### src/rtl/ahb_ssram_init_master.sv
// AHB-Lite master that fills an SSRAM region with a constant or incrementing
// word pattern, optionally reading it back and flagging the first bad address.
module ahb_ssram_init_master #(
    parameter int AW = 12
) (
    input  logic          HCLK,
    input  logic          HRESET,
    input  logic          start,
    input  logic [AW-1:0] base_addr,
    input  logic [AW-2:0] word_count,
    input  logic [31:0]   fill_data,
    input  logic          incr_mode,
    input  logic          verify_en,
    output logic          busy,
    output logic          done,
    output logic          error,
    output logic [AW-1:0] err_addr,
    output logic [AW-1:0] HADDR,
    output logic [1:0]    HTRANS,
    output logic [2:0]    HSIZE,
    output logic          HWRITE,
    output logic [31:0]   HWDATA,
    input  logic [31:0]   HRDATA,
    input  logic          HREADY,
    input  logic          HRESP
);

    typedef enum logic [2:0] {
        S_IDLE,
        S_WR,
        S_WR_LAST,
        S_RD,
        S_RD_LAST,
        S_DONE
    } state_t;

    localparam logic [1:0]    HTRANS_IDLE   = 2'b00;
    localparam logic [1:0]    HTRANS_NONSEQ = 2'b10;
    localparam logic [AW-1:0] BASE_MASK     = {{(AW-2){1'b1}}, 2'b00};
    localparam logic [AW-2:0] IDX_ONE       = {{(AW-2){1'b0}}, 1'b1};

    state_t        state_q;
    logic [AW-1:0] base_q;
    logic [AW-2:0] cnt_q;
    logic [31:0]   fill_q;
    logic          incr_q;
    logic          verify_q;
    logic [AW-2:0] idx_q;       // word currently in address phase
    logic [AW-2:0] dp_idx_q;    // word currently in data phase
    logic [AW-1:0] dp_addr_q;
    logic          dp_vld_q;
    logic          dp_wr_q;
    logic          abort_q;
    logic [AW-1:0] haddr_q;
    logic [1:0]    htrans_q;
    logic          hwrite_q;
    logic [31:0]   hwdata_q;
    logic          busy_q;
    logic          done_q;
    logic          error_q;
    logic [AW-1:0] err_addr_q;

    logic [AW-2:0] idx_d;
    logic [AW-1:0] haddr_d;
    logic [31:0]   wdata_d;
    logic [31:0]   rexp_d;
    logic          last_d;
    logic          resp_err_d;
    logic          err_set_d;

    function automatic logic [AW-1:0] word_addr(input logic [AW-1:0] base,
                                                input logic [AW-2:0] idx);
        logic [AW:0] off;
        off = {idx, 2'b00};
        return base + off[AW-1:0];
    endfunction

    function automatic logic [31:0] word_val(input logic [31:0]   fill,
                                             input logic          incr,
                                             input logic [AW-2:0] idx);
        return incr ? fill + 32'(idx) : fill;
    endfunction

    always_comb begin
        idx_d      = idx_q + IDX_ONE;
        haddr_d    = word_addr(base_q, idx_d);
        wdata_d    = word_val(fill_q, incr_q, idx_q);
        rexp_d     = word_val(fill_q, incr_q, dp_idx_q);
        last_d     = (idx_d == cnt_q);
        resp_err_d = dp_vld_q && HRESP && !HREADY;
        err_set_d  = 1'b0;
        if (resp_err_d) begin
            err_set_d = 1'b1;
        end else if (dp_vld_q && !dp_wr_q && !abort_q && HREADY && (HRDATA != rexp_d)) begin
            err_set_d = 1'b1;
        end
    end

    always_ff @(posedge HCLK or posedge HRESET) begin
        if (HRESET) begin
            state_q    <= S_IDLE;
            base_q     <= '0;
            cnt_q      <= '0;
            fill_q     <= '0;
            incr_q     <= 1'b0;
            verify_q   <= 1'b0;
            idx_q      <= '0;
            dp_idx_q   <= '0;
            dp_addr_q  <= '0;
            dp_vld_q   <= 1'b0;
            dp_wr_q    <= 1'b0;
            abort_q    <= 1'b0;
            haddr_q    <= '0;
            htrans_q   <= HTRANS_IDLE;
            hwrite_q   <= 1'b0;
            hwdata_q   <= '0;
            busy_q     <= 1'b0;
            done_q     <= 1'b0;
            error_q    <= 1'b0;
            err_addr_q <= '0;
        end else begin
            done_q <= 1'b0;
            // err_addr latches only the first failure of a run
            if (err_set_d) begin
                error_q <= 1'b1;
                if (!error_q) err_addr_q <= dp_addr_q;
            end
            unique case (state_q)
                S_IDLE: begin
                    if (start) begin
                        base_q     <= base_addr & BASE_MASK;
                        cnt_q      <= word_count;
                        fill_q     <= fill_data;
                        incr_q     <= incr_mode;
                        verify_q   <= verify_en;
                        idx_q      <= '0;
                        dp_vld_q   <= 1'b0;
                        abort_q    <= 1'b0;
                        error_q    <= 1'b0;
                        err_addr_q <= '0;
                        if (word_count == '0) begin
                            state_q <= S_DONE;
                            done_q  <= 1'b1;
                        end else begin
                            state_q  <= S_WR;
                            busy_q   <= 1'b1;
                            haddr_q  <= base_addr & BASE_MASK;
                            htrans_q <= HTRANS_NONSEQ;
                            hwrite_q <= 1'b1;
                        end
                    end
                end
                S_WR, S_RD: begin
                    if (resp_err_d) begin
                        // cancel the pending address and drain the error response
                        htrans_q <= HTRANS_IDLE;
                        abort_q  <= 1'b1;
                        state_q  <= (state_q == S_WR) ? S_WR_LAST : S_RD_LAST;
                    end else if (HREADY) begin
                        dp_vld_q  <= 1'b1;
                        dp_wr_q   <= hwrite_q;
                        dp_idx_q  <= idx_q;
                        dp_addr_q <= haddr_q;
                        if (hwrite_q) hwdata_q <= wdata_d;
                        if (last_d) begin
                            htrans_q <= HTRANS_IDLE;
                            state_q  <= (state_q == S_WR) ? S_WR_LAST : S_RD_LAST;
                        end else begin
                            idx_q   <= idx_d;
                            haddr_q <= haddr_d;
                        end
                    end
                end
                S_WR_LAST, S_RD_LAST: begin
                    if (resp_err_d) begin
                        abort_q <= 1'b1;
                    end else if (HREADY) begin
                        dp_vld_q <= 1'b0;
                        if (state_q == S_WR_LAST && verify_q && !abort_q) begin
                            state_q  <= S_RD;
                            idx_q    <= '0;
                            haddr_q  <= base_q;
                            htrans_q <= HTRANS_NONSEQ;
                            hwrite_q <= 1'b0;
                        end else begin
                            state_q <= S_DONE;
                            busy_q  <= 1'b0;
                            done_q  <= 1'b1;
                        end
                    end
                end
                S_DONE: begin
                    state_q  <= S_IDLE;
                    hwrite_q <= 1'b0;
                end
                default: state_q <= S_IDLE;
            endcase
        end
    end

    assign HADDR    = haddr_q;
    assign HTRANS   = htrans_q;
    assign HSIZE    = 3'b010;
    assign HWRITE   = hwrite_q;
    assign HWDATA   = hwdata_q;
    assign busy     = busy_q;
    assign done     = done_q;
    assign error    = error_q;
    assign err_addr = err_addr_q;

endmodule

### config.mk
export PLATFORM = sky130hd
export DESIGN_NAME = ahb_ssram_init_master
export DESIGN_NICKNAME = d
export VERILOG_FILES = /design/src/rtl/ahb_ssram_init_master.sv
export SDC_FILE = /design/constraint.sdc
export NUM_CORES = 1
export LEC_CHECK = 0
export BUFFER_PORTS_ARGS = -buffer_cell sky130_fd_sc_hd__buf_2
export CORE_ASPECT_RATIO = 0.8
export CORE_MARGIN = 8
export CORE_UTILIZATION = 55
export CTS_CLUSTER_SIZE = 16
export DETAILED_ROUTE_END_ITERATION = 16
export PLACE_DENSITY_LB_ADDON = 0.15
export SYNTH_ARGS = -nofsm -noshare
export SYNTH_HDL_FRONTEND = slang
export SYNTH_SLANG_ARGS = --single-unit
### constraint.sdc
create_clock -name HCLK -period 7.2 [get_ports HCLK]
set_input_delay 1.44 -clock HCLK [delete_from_list [all_inputs] [get_ports HCLK]]
set_output_delay 1.44 -clock HCLK [all_outputs]
set_load 0.02 [all_outputs]
==> results.yml <==
floorplan:
  die_y_um: 135
  core_area_um2: 17300
  start_util_pct: 56.1
  die_w_um: 165
  rows: 43
  ios: 159
  design.die.area_um2: 22200
critical_path:
  worstPathMaxFanout: 12
  crit_type: "reg2reg"
  worstSetupStartpointType: "flop"
  rr_worst_depth: 12
  cp.arrival_ns: 4.23
  cp-end-kind: "flop"
  required_ns: 7.56
yosys:
  synthTopCellsByArea: "dfrtp_1 39%, mux2_2 9.3%, nand2_1 4.6%"
  synth_flop_cell: "dfrtp_1"
  ys_ff_latch: 152
  synth_edf_count: 0
  synth_commonest_cells: "152 x dfrtp_1, 118 x nand2_1, 80 x mux2_2, 66 x o21ai_0, 58 x nor2_1"
  ys_seq_area_share_pct: 39.1
  async_flop_share_pct: 100
  yosys.area.top_type_share_pct: 39.1
  yosysMostFrequentCell: "dfrtp_1"
  synth_area_um2: 9720
  ys_types: 81
  synth_area_per_cell_um2: 9.45
  ys_warn_count: 0
  synth_top_area_cell: "dfrtp_1"
  synthCells: 1028
cells_and_area:
  fin_nets: 1278
  drive_above_1_share_pct: 24.6
  n_fill_cell: 1504
  antenna_cells: 0
  synthToLayoutAreaGrowth_pct: 14.6
  fin_cells: 1387
timing:
  timing.setup.tns_ns: 0
  skew_ns: 0.00734
  finalWorstSetupSlack_ns: 3.33
  report.final.hold_viol_count: 0
  setup_violations: 0
  fmax_mhz: 258
  rsz0062_at_grt: "false"
  max_slew_margin_pct: 9.58
  period_needed_ns: 3.87
  worst_pin_slew_ns: 1.35
  period_share_pct: 53.8
  slew_violations: 0
cts:
  ctsHoldBuffers: 0
  cts_buffers: 17
  cts_htree_levels: 4
  cts_sinks: 152
  cts_tree: "yes"
  cts.clk_slew.worst_paths_ns: 0.07
  clock_path_buffers: 2
  cts_setup_buffers: 0
  post_cts_resize_count: 0
  insertion_delay_ns: 0.42
  cts-root-buf: "clkbuf_16"
grt:
  antenna_found_initial: 2
  grt_max_degree: 95
  grt_pass1_wl_um: 41900
  grt_overflow: 0
  grt_pass1_vias: 7890
  groute.usage.overall_pct: 23.7
route:
  wl_per_cell_um: 18.9
  drt_iter0_drc: 691
  firstDrtPassIters: 5
  vias: 8131
  wl_um: 26300
  drc: 0
  detail-route-antenna-nets: 0
  via_per_inst: 5.86
worst_hold_path:
  whs_path_depth: 2
  hold_path_class: "reg2reg"
power:
  cellPowerDensity_nw_per_um2: 439
  p_leak_uw: 0.00508
  vdd_drop_max_mv: 0.264
  power_uw: 4880
place:
  dp_hpwl_um: 19600
  port_buffers: 150
  routabilityCongestion: 0.928
  dp_cells: 1355
  place_ws_ns: 3.07
run:
  cap_viol_max_count: 0
run_status:
  status: "finished, final reports clean"
-- worst paths after layout --
path / start / endpoint / slack (ns)
max in group asynchronous: HRESET / busy / 4.73
min in group asynchronous: HRESET / cnt_q[5] / 1.19
worst max register to register: fill_q[0] / err_addr[0] / 3.33
worst min register to register: HWDATA[26] / HWDATA[26] / 0.47
worst min-delay path: HWDATA[26] / HWDATA[26] / 0.47
worst max-delay path: fill_q[0] / err_addr[0] / 3.33
-- report_power, final --
group / internal [uW] / switching (uW)
Clock: 484 / 387
Combinational: 1010 / 1360
Sequential: 1220 / 420
-- sequential cells by signal, indices dropped and copies added, names as in the netlist, 3 cells and up --
register and cells:
HWDATA 32, fill_q 32, err_addr 12, cnt_q 11
dp_idx_q 11, idx_q 11, HADDR 10, base_q 10
dp_addr_q 10, state_q 3
-- cells in the final DEF, fill, tap and decap left out, types with 4 or more instances in the layout --
master	Yosys	final
or3_1	4	4
dfrtp_1	152	152
o211ai_1	4	4
nand4_1	14	14
nor4_1	13	13
nand3_1	27	26
nor2_1	58	58
a221oi_1	10	10
nor3_1	23	23
inv_6	0	6
a211oi_1	13	12
a22oi_1	5	5
a21o_1	9	9
xnor2_1	48	48
and3b_1	4	4
nor2b_1	11	11
and2_1	8	8
o21a_1	5	5
inv_1	38	37
o21ai_0	66	66
ha_1	32	32
and4_1	6	6
nand3b_1	6	6
a21boi_0	5	5
nand2b_1	8	8
mux2i_1	19	19
buf_2	11	150
xnor3_1	4	4
and3_1	12	12
nand2_1	118	117
clkinvlp_4	0	4
xor2_1	46	46
a31oi_1	11	11
clkbuf_16	0	17
conb_1	2	6
a21oi_1	48	48
mux2_2	80	80
buf_4	6	5
-- through the flow --
step / cell area, um^2 / hold WS (ns) / utilization, %
CTS: 11100 / 0.483 / 64.3
finish: 11100 / 0.475 / 64.3
detailed placement: 10600 / 0.468 / 61.0
floorplan: 9730 / 0.448 / -
global route: 11100 / 0.504 / 64.3
global placement: 10600 / 0.456 / 61.0
-- cell type report --
type / instances / area, um^2 / share of cell area, %
Multi-Input combinational cell: 784 / 5540 / 49.8
Sequential cell: 152 / 3800 / 34.2
Timing Repair Buffer: 155 / 788 / 7.08
Clock buffer: 18 / 429 / 3.85
Tap cell: 225 / 282 / 2.53
Inverter: 39 / 151 / 1.36
Clock inverter: 14 / 138 / 1.24
-- critical path, stage by stage, from the launching register on --
cell and delay (ns):
dfrtp_1 0.45, ha_1 0.28, fa_1 0.44, a211oi_1 0.40, o21ai_1 0.22, a21o_1 0.22
a21o_1 0.26, a311oi_1 0.37, o2bb2ai_1 0.15, nor4_1 0.42, a211oi_2 0.14, buf_4 0.23
and3b_1 0.22
-- kinds of logic after synthesis --
kind of cell	share of synthesized area, %
other	0.0773
AOI/OAI and AO/OA	14.9
muxes	11.2
adders and majority gates	4.74
buffers and inverters	4.17
xor gates and xnor gates	9.40
DFF	39.1
and+or+nand+nor	16.4
-- layer usage --
layer | vias to the layer above | part of all wire (%) | global-route usage [%]
li1 | 3910 | - | -
met1 | 3881 | 49 | 35.4
met2 | 305 | 42 | 33.7
met3 | 31 | 7.9 | 5.96
met4 | 4 | 1.2 | 5.49
met5 | - | 0.10 | 0
Note: power is estimated with default switching activity, not from simulation.
